**config.mk**
```make
export PLATFORM = sky130hd
export DESIGN_NAME = passcode_shift_check
export DESIGN_NICKNAME = d
export VERILOG_FILES = /design/src/rtl/passcode_shift_check.sv
export SDC_FILE = /design/constraint.sdc
export NUM_CORES = 1
export LEC_CHECK = 0
export ABC_AREA = 1
export BUFFER_PORTS_ARGS = -buffer_cell sky130_fd_sc_hd__buf_4
export CAP_MARGIN = 25
export CORE_UTILIZATION = 60
export CTS_BUF_LIST = sky130_fd_sc_hd__clkbuf_16
export DETAILED_ROUTE_END_ITERATION = 8
export PLACE_DENSITY = 0.82
export SLEW_MARGIN = 20
export SYNTH_ARGS = -nofsm -noshare
export SYNTH_HDL_FRONTEND = slang
export SYNTH_SLANG_ARGS = --single-unit
```
**constraint.sdc**
```tcl
create_clock -name Clk -period 4.8 [get_ports Clk]
set_input_delay 1.2 -clock Clk [delete_from_list [all_inputs] [get_ports Clk]]
set_output_delay 1.2 -clock Clk [all_outputs]
set_load 0.01 [all_outputs]
```
**src/rtl/passcode_shift_check.sv**
```systemverilog
// Four-digit passcode checker with edge-detected digit entry,
// retry counting and a timed lockout after repeated failures.
module passcode_shift_check #(
  parameter int MAX_TRIES   = 3,
  parameter int LOCK_CYCLES = 16
) (
  input  logic        Clk,
  input  logic        Rst,
  input  logic        Load,
  input  logic [3:0]  D,
  input  logic [15:0] Passcode,
  input  logic        Clear,
  output logic        Unlock,
  output logic        Error,
  output logic        Locked,
  output logic [2:0]  DigitCount
);

  typedef enum logic [1:0] {
    S_COLLECT,
    S_CHECK,
    S_UNLOCKED,
    S_LOCKED
  } state_t;

  localparam logic [2:0]  MaxT     = 3'(MAX_TRIES);
  localparam logic [15:0] LockInit = 16'(LOCK_CYCLES - 1);

  state_t      state_q, state_d;
  logic [15:0] sr_q, sr_d;
  logic [2:0]  cnt_q, cnt_d;
  logic [2:0]  tries_q, tries_d;
  logic [15:0] lock_q, lock_d;
  logic        err_q, err_d;
  logic        load_q;

  logic        ld_edge;
  logic [2:0]  tries_inc;

  assign ld_edge   = Load & ~load_q;
  assign tries_inc = (tries_q >= MaxT) ? MaxT : tries_q + 3'd1;

  // State and datapath registers; LoadQ resets high so a held Load is not a digit
  always_ff @(posedge Clk or posedge Rst) begin
    if (Rst) begin
      state_q <= S_COLLECT;
      sr_q    <= '0;
      cnt_q   <= '0;
      tries_q <= '0;
      lock_q  <= '0;
      err_q   <= 1'b0;
      load_q  <= 1'b1;
    end else begin
      state_q <= state_d;
      sr_q    <= sr_d;
      cnt_q   <= cnt_d;
      tries_q <= tries_d;
      lock_q  <= lock_d;
      err_q   <= err_d;
      load_q  <= Load;
    end
  end

  // Next-state logic: collect digits, compare, then unlock or count a failure
  always_comb begin
    state_d = state_q;
    sr_d    = sr_q;
    cnt_d   = cnt_q;
    tries_d = tries_q;
    lock_d  = lock_q;
    err_d   = 1'b0;
    unique case (state_q)
      S_COLLECT: begin
        if (Clear) begin
          sr_d  = '0;
          cnt_d = '0;
        end else if (ld_edge) begin
          sr_d  = {sr_q[11:0], D};
          cnt_d = cnt_q + 3'd1;
          if (cnt_q == 3'd3) state_d = S_CHECK;
        end
      end
      S_CHECK: begin
        if (sr_q == Passcode) begin
          state_d = S_UNLOCKED;
          tries_d = '0;
        end else begin
          err_d   = 1'b1;
          sr_d    = '0;
          cnt_d   = '0;
          tries_d = tries_inc;
          if (tries_inc == MaxT) begin
            state_d = S_LOCKED;
            lock_d  = LockInit;
          end else begin
            state_d = S_COLLECT;
          end
        end
      end
      S_UNLOCKED: begin
        if (Clear) begin
          state_d = S_COLLECT;
          sr_d    = '0;
          cnt_d   = '0;
        end
      end
      S_LOCKED: begin
        if (lock_q == 16'd0) begin
          state_d = S_COLLECT;
          tries_d = '0;
        end else begin
          lock_d = lock_q - 16'd1;
        end
      end
      default: state_d = S_COLLECT;
    endcase
  end

  assign Unlock     = (state_q == S_UNLOCKED);
  assign Locked     = (state_q == S_LOCKED);
  assign Error      = err_q;
  assign DigitCount = cnt_q;

endmodule

```
==> results.ini, run 1 <==
[clock_network]
cts_tree = done
cts.clk_slew.worst_paths_ps = 60
cts_buffer_depth = 2
postCtsSetupRepairBufs = 0
hold_buffers = 0
cts_num_sinks = 42
cts_resized = 0
cts_inserted_buffers = 5
clk_latency_ps = 290
clk_root_buffer_cell = clkbuf_16
cts-htree-levels = 2

[placement]
dpl-instance-area_um2 = 3110
dpl.hpwl_um = 4240
gp_congestion = 0.829
numPortBuffers = 29
dp_cells = 512

[global_routing]
grt_use_met3_pct = 4.92
grt_overflow = 0
grt_pass1_vias = 2555
grtUsageTotal_pct = 26.5
grt_use_met1_pct = 34.0
antenna_found_initial = 0
grt_max_degree = 43
grt_pass1_wl_um = 10800
use_met2_pct = 45.5
grt_busiest_layer = met2

[routing]
drt_iter0_drc = 163
drt_wl_total_um = 6240
drt-pass1-iter-count = 4
vias_per_cell = 5.23
wl_per_cell_um = 12.0
drt.antenna.violating_nets = 0
vias = 2717
drc = 0

[sta]
min_period_over_period_pct = 62.6
tns_ps = 0
fmax_mhz = 333
rsz0062_at_grt = false
maxSlewViolCount = 0
finalClockSkew_ps = 9.77
setup_viol = 0
period_minus_slack_ps = 3000
relSlewSlack_pct = 39.5
tightest_slew_ps = 906
hold_viol = 0

[synthesis]
synthDistinctLibCells = 30
synth_nets = 475
synthArstFlopShare_pct = 100
syn-instance-count = 440
syn_avg_cell_area_um2 = 6.65
ys_ff_latch = 42
synth_seq_area_share_pct = 36.0
syn_area_um2 = 2920
yosysWarnings = 0
synth_ff_type = dfrtp_1
synth_edf_count = 0

[finish]
final_area_um2 = 3280
final_common_cell = nand2_1
mostFrequentLayoutCells = 165 x nand2_1, 53 x inv_1, 52 x nor2_1
fin_util_pct = 69.8
final_cells = 520
antenna_cells = 0
drive_gt1_share_pct = 13.7
nets = 500
area_growth_pct = 12.0

[pwr]
powerDensity_nw_per_um2 = 578
peakVddDrop_mv = 0.434
leakagePower_nw = 1.80
p_total_mw = 1.89

[floorplanning]
initial_utilization_pct = 62.3
die_y_um = 71.8
num_rows = 25
fp.dieArea_um2 = 5160
core_area_um2 = 4690
io_pins = 30
die_x_um = 71.8

[hold_path]
hold_class = flop to flop

[setup_path]
cp.arrival_ps = 3210
critPathRequiredTime_ps = 5010
crit_type = primary input to flop
cp_max_fo = 38
startpoint_type = primary input
cp-end-kind = flop

[status]
outcome = completed

[run]
maxCapViolCount = 0

registers in the layout, indices dropped and copies added, names as in the netlist:
signal,count
state_q,2
sr_q,16
DigitCount,3
lock_q,16
tries_q,3
Error,1
load_q,1
critical path: stages:
cell	delay [ps]
buf_4	110
nand2_1	50
nand2_1	50
nor2_1	100
nand2_1	70
nor2_2	180
nand3_2	730
nand2_4	500
nand2_1	120
nand2_1	90
report_power, final:
part	switching [mW]	internal (mW)
clock network	0.143	0.244
logic	0.638	0.321
registers	0.0932	0.453
total	0.875	1.02
cells in the mapped netlist, types with 5 or more instances:
cell type  instances  share of area (%)
nand2_1          165                 21
inv_1             52                6.7
nor2_1            52                6.7
nand3_1           51                8.7
dfrtp_1           41                 35
a21oi_1           13                2.2
ha_1              11                4.7
nor2_2             7                1.5
inv_2              6               0.77
buf_6              5                1.9
nand4_1            5                1.1
worst paths after layout:
kind,from,to,slack [ps],depth (start not counted)
max,Passcode[15],lock_q[1]$_DFFE_PP0P_,1800,10
min,tries_q[2]$_DFFE_PP0P_,tries_q[2]$_DFFE_PP0P_,490,2
max reg2reg,sr_q[15]$_DFFE_PP0P_,lock_q[1]$_DFFE_PP0P_,2420,10
min reg2reg,tries_q[2]$_DFFE_PP0P_,tries_q[2]$_DFFE_PP0P_,490,2
max in group asynchronous,Rst,load_q$_DFF_PP1_,3370,3
min in group asynchronous,Rst,lock_q[11]$_DFFE_PP0P_,1050,3
cells by family (layout without fill, tap and decap cells):
| family | after synthesis | in the layout | synth area share (%) |
|---|---|---|---|
| compound gates | 18 | 18 | 3.47 |
| fa+ha+maj | 11 | 11 | 4.71 |
| simple gates | 292 | 292 | 42.8 |
| buf+inv | 72 | 98 | 11.5 |
| flops | 42 | 42 | 36.0 |
| xor+xnor | 5 | 5 | 1.50 |
area by class of cell:
cell class	count	area [µm²]
multi-input cells	326	1540
fillers	390	1420
well taps	54	67.6
repair buffers	31	233
inverters	59	221
clock inverters	3	41.3
flip-flops and latches	42	1050
clock buffers	5	125
routing by layer:
metal,vias up,part of all wire [%]
met2,72,49
met5,-,0
met4,0,1.3
met3,10,4.7
li1,1397,-
met1,1238,45
per-stage QoR:
stage          setup WS (ps)  hold WS, ps
6_report                1800          486
5_1_grt                 1580          517
4_1_cts                 1810          491
3_5_place_dp            1560          476
3_3_place_gp            1630          471
2_1_floorplan           2540          453
Note: power is estimated with default switching activity, not from simulation.
==> run 2: changes to the inputs <==
- CORE_UTILIZATION: 60 -> 59
- PLACE_DENSITY: 0.82 -> 0.81
- clock period: 4.8 -> 3.1 ns (I/O delays scaled with it)
==> run 2 against run 1 <==
Clock power is 28% higher. Sequential cell count did not move. Final area decreased by 0.15%. Setup slack got worse by 1100 ps. Worst hold slack got worse by 2.1 ps. Critical path type is now flop to flop. Global-route usage decreased by 0.76 points. Total power grew 49%. Highest routed layer unchanged. Non-clock buffer count is 1 higher. Sequential share of layout area hardly changed.
==> results.ini, run 2 (synthesized netlist as in run 1, its figures left out) <==
[floorplanning]
die_x_um = 72.4
die_y_um = 72.4
initial_utilization_pct = 61.5
fp.dieArea_um2 = 5240
core_area_um2 = 4750
num_rows = 25
io_pins = 30

[pwr]
p_total_mw = 2.82
powerDensity_nw_per_um2 = 862
leakagePower_nw = 1.80
peakVddDrop_mv = 0.832

[clock_network]
cts_num_sinks = 42
cts-htree-levels = 2
clk_root_buffer_cell = clkbuf_16
cts.clk_slew.worst_paths_ps = 60
cts_inserted_buffers = 5
hold_buffers = 0
clk_latency_ps = 290
cts_resized = 0
cts_tree = done
postCtsSetupRepairBufs = 0
cts_buffer_depth = 2

[hold_path]
hold_class = flop to flop

[sta]
finalClockSkew_ps = 7.44
tightest_slew_ps = 521
maxSlewViolCount = 0
rsz0062_at_grt = false
relSlewSlack_pct = 65.3
fmax_mhz = 425
whs_ps = 484
tns_ps = 0
setup_viol = 0
hold_viol = 0
min_period_over_period_pct = 75.9
period_minus_slack_ps = 2350

[status]
outcome = completed

[global_routing]
grtUsageTotal_pct = 25.7
grt_use_met3_pct = 5.56
grt_overflow = 0
grt_pass1_vias = 2430
antenna_found_initial = 0
use_met2_pct = 41.1
grt_max_degree = 43
grt_pass1_wl_um = 10600
grt_busiest_layer = met2
grt_use_met1_pct = 35.2

[finish]
final_area_um2 = 3270
antenna_cells = 0
fillers = 435
regArea_um2 = 1050
mostFrequentLayoutCells = 165 x nand2_1, 53 x inv_1, 52 x nor2_1
final_common_cell = nand2_1
nets = 501
area_growth_pct = 11.9
drive_gt1_share_pct = 13.7
fin_util_pct = 68.8
largestRegisters = lock_q (16), sr_q (16)
multi_input_area_um2 = 1540

[placement]
dpl.hpwl_um = 4210
dpl-instance-area_um2 = 3130
numPortBuffers = 29
gp_congestion = 0.824

[setup_path]
critPathRequiredTime_ps = 3260
cp.arrival_ps = 2520
critPathSlowestCell = dfrtp_1
crit_type = flop to flop
crit_chain = ha_1, inv_1, nand2_1, nand2_1, nor2_4, nand2_4, nand2_1, nand2_1
cp-end-kind = flop
cp_common_cell = nand2_1
startpoint_type = flop
cp_max_fo = 17
max_stage_delay_ps = 430

[routing]
drt_iter0_drc = 193
wl_per_cell_um = 11.3
drt-pass1-iter-count = 5
vias = 2708
drt_wl_total_um = 6050
vias_per_cell = 5.07
drt.antenna.violating_nets = 0
drc = 0

[run]
maxCapViolCount = 0

[run 2: changes by cell type in the layout (fill, tap and decap cells not counted), sizes merged]
cell	delta
bufinv	-1
buf	+1
clkinv	+2
clkinvlp	-1
[run 2: where the power goes]
group	total [mW]	switching [mW]	internal, mW
clock network	0.494	0.203	0.291
registers	0.842	0.140	0.702
logic	1.49	0.986	0.500
[run 2: layout make-up]
type / count / share of cell area [%]
Multi-Input combinational cell: 326 / 46.9
Sequential cell: 42 / 32.2
Timing Repair Buffer: 32 / 7.35
Inverter: 59 / 6.77
Clock buffer: 5 / 3.83
Tap cell: 67 / 2.56
Clock inverter: 3 / 0.383
[run 2: critical path: cells and delay by family, from the launching register on]
| family | cells | cell delay [ps] |
|---|---|---|
| adder cells (fa/ha/maj) | 1 | 380 |
| AND/OR/NAND/NOR | 6 | 1070 |
| buffers and inverters | 1 | 330 |
| flip-flops | 1 | 430 |
[run 2: stage by stage]
stage | std cells | setup WS, ps
floorplan | 440 | 1270
global placement | 526 | 693
detailed placement | 526 | 644
CTS | 534 | 770
global route | 534 | 618
finish | 534 | 746
[run 2: worst paths after layout]
path / from / to / slack, ps / depth (start not counted)
setup / recovery: state_q[0]$_DFFE_PP0P_ / lock_q[0]$_DFFE_PP0P_ / 750 / 8
hold / removal: tries_q[2]$_DFFE_PP0P_ / tries_q[2]$_DFFE_PP0P_ / 480 / 2
setup reg to reg: state_q[0]$_DFFE_PP0P_ / lock_q[0]$_DFFE_PP0P_ / 750 / 8
hold reg to reg: tries_q[2]$_DFFE_PP0P_ / tries_q[2]$_DFFE_PP0P_ / 480 / 2
max in group asynchronous: Rst / load_q$_DFF_PP1_ / 2090 / 3
min in group asynchronous: Rst / tries_q[0]$_DFFE_PP0P_ / 610 / 3
[run 2: layer usage]
layer	up-vias	part of all wire (%)
li1	1399	-
met2	74	45
met3	8	5.4
met5	-	0
met1	1227	49
met4	0	1.1
==> run 3: changes to the inputs <==
- CORE_UTILIZATION: 59 -> 54
- PLACE_DENSITY: 0.81 -> 0.78
- clock period: 3.1 -> 2 ns (I/O delays scaled with it)
==> run 3 against run 2 <==
Global-route usage fell by 2.5 points. Sequential power rose by 54%. Sequential share of layout area decreased by 1.1 points. Total power rose by 69%. Clock power rose by 110%. Critical path depth increased by 3. Register-to-register slack lost 550 ps. Die area increased by 9.0%. Clock-buffer cell count is the same. Setup slack got worse by 550 ps. First-iteration DRC count rose by 6.7%. Largest power group unchanged.
==> results.ini, run 3 (synthesized netlist as in run 1, its figures left out) <==
[status]
outcome = completed

[finish]
mostFrequentLayoutCells = 165 x nand2_1, 52 x inv_1, 52 x nor2_1
largestRegisters = lock_q (16), sr_q (16)
nets = 506
antenna_cells = 0
final_area_um2 = 3390
area_growth_pct = 15.9
drive_gt1_share_pct = 14.8
final_common_cell = nand2_1

[sta]
fmax_mhz = 554
setup_ws_ps = 195
relSlewSlack_pct = 64.0
finalClockSkew_ps = 6.26
rsz0062_at_grt = false
hold_viol = 0
min_period_over_period_pct = 90.3
setup_viol = 0
tightest_slew_ps = 539
tns_ps = 0
maxSlewViolCount = 0
period_minus_slack_ps = 1810

[setup_path]
crit_chain = ha_1, ha_1, inv_1, nand4_1, nand3_1, nand2_1, inv_1, nor2_4, buf_4, nand3_1, nand2_1
critPathRequiredTime_ps = 2220
max_stage_delay_ps = 410
crit_type = flop to flop
critPathSlowestCell = dfrtp_1
cp_max_fo = 11
cp_num_buf_inv = 3
startpoint_type = flop
cp.arrival_ps = 2030
cp_top_family = simple AND/OR/NAND/NOR gates
cp-end-kind = flop

[clock_network]
clk_latency_ps = 290
cts_tree = done
clk_root_buffer_cell = clkbuf_16
cts.clk_slew.worst_paths_ps = 60
cts_resized = 0
hold_buffers = 0
cts-htree-levels = 2
cts_num_sinks = 42
cts_inserted_buffers = 5
postCtsSetupRepairBufs = 0
cts_buffer_depth = 2

[global_routing]
antenna_found_initial = 0
grtUsageTotal_pct = 23.3
grt_overflow = 0
grt_pass1_vias = 2287
grt_max_degree = 43
grt_pass1_wl_um = 10000

[routing]
drt.antenna.violating_nets = 0
drc = 0
drt_wl_total_um = 6000
drt_iter0_drc = 206
wl_per_cell_um = 11.1
vias_per_cell = 4.97
vias = 2693
drt-pass1-iter-count = 5

[floorplanning]
num_rows = 26
die_y_um = 75.6
io_pins = 30
initial_utilization_pct = 56.5
core_area_um2 = 5170
fp.dieArea_um2 = 5710
die_x_um = 75.6

[pwr]
peakVddDrop_mv = 0.963
powerDensity_nw_per_um2 = 1400
leakagePower_nw = 1.85

[placement]
post-place-ws_ps = 181
numPortBuffers = 29
dpl-instance-area_um2 = 3200
gp_congestion = 0.842
dpl.hpwl_um = 4070

[run]
maxCapViolCount = 0

[hold_path]
hold_class = primary input to flop

==> run 3: layout make-up <==
type | count | area, µm²
sequential | 42 | 1050
inverter | 59 | 221
fill | 435 | 1780
clock inverter | 3 | 63.8
tap | 70 | 87.6
clock buffer | 5 | 125
timing repair buffer | 37 | 303
multi-input combinational | 326 | 1540
==> run 3: report_power, final <==
part | leakage (nW) | internal (mW) | switching (mW) | total [mW]
clock network | 0.0915 | 0.711 | 0.333 | 1.04
logic | 1.20 | 0.887 | 1.52 | 2.41
registers | 0.558 | 1.09 | 0.216 | 1.30
total | 1.85 | 2.69 | 2.07 | 4.76
==> run 3: worst paths after layout <==
path,from,endpoint,slack (ps),cells past startpoint
max reg2reg,tries_q[0]$_DFFE_PP0P_,lock_q[4]$_DFFE_PP0P_,190,11
max in group asynchronous,Rst,load_q$_DFF_PP1_,1270,3
max,tries_q[0]$_DFFE_PP0P_,lock_q[4]$_DFFE_PP0P_,190,11
min,Load,load_q$_DFF_PP1_,330,1
min in group asynchronous,Rst,sr_q[15]$_DFFE_PP0P_,360,3
min reg2reg,sr_q[15]$_DFFE_PP0P_,sr_q[15]$_DFFE_PP0P_,490,2
==> run 3: worst reg2reg max path, stage by stage, from the launching register on <==
cell,delay (ps)
dfrtp_1,410
ha_1,210
ha_1,270
inv_1,40
nand4_1,90
nand3_1,100
nand2_1,70
inv_1,60
nor2_4,120
buf_4,190
nand3_1,100
nand2_1,80
==> run 3: through the flow <==
step / instances / hold WS [ps] / power, mW / utilization, %
final: 542 / 330 / 4.76 / 65.5
after global routing: 542 / 325 / 5.19 / 65.5
after CTS: 542 / 326 / 4.77 / 65.5
after detailed placement: 534 / 485 / 3.69 / 61.9
after global placement: 534 / 475 / 3.65 / 61.9
after floorplan: 440 / 453 / 3.20 / -
==> run 3: metal layers <==
metal	up-vias	wire length [µm]	GRT usage, %	part of all wire [%]
li1	1416	-	-	-
met1	1210	2850	31.1	48
met2	60	2820	38.6	47
met3	7	258	3.57	4.3
met4	0	74	8.23	1.2
met5	-	0	0	0
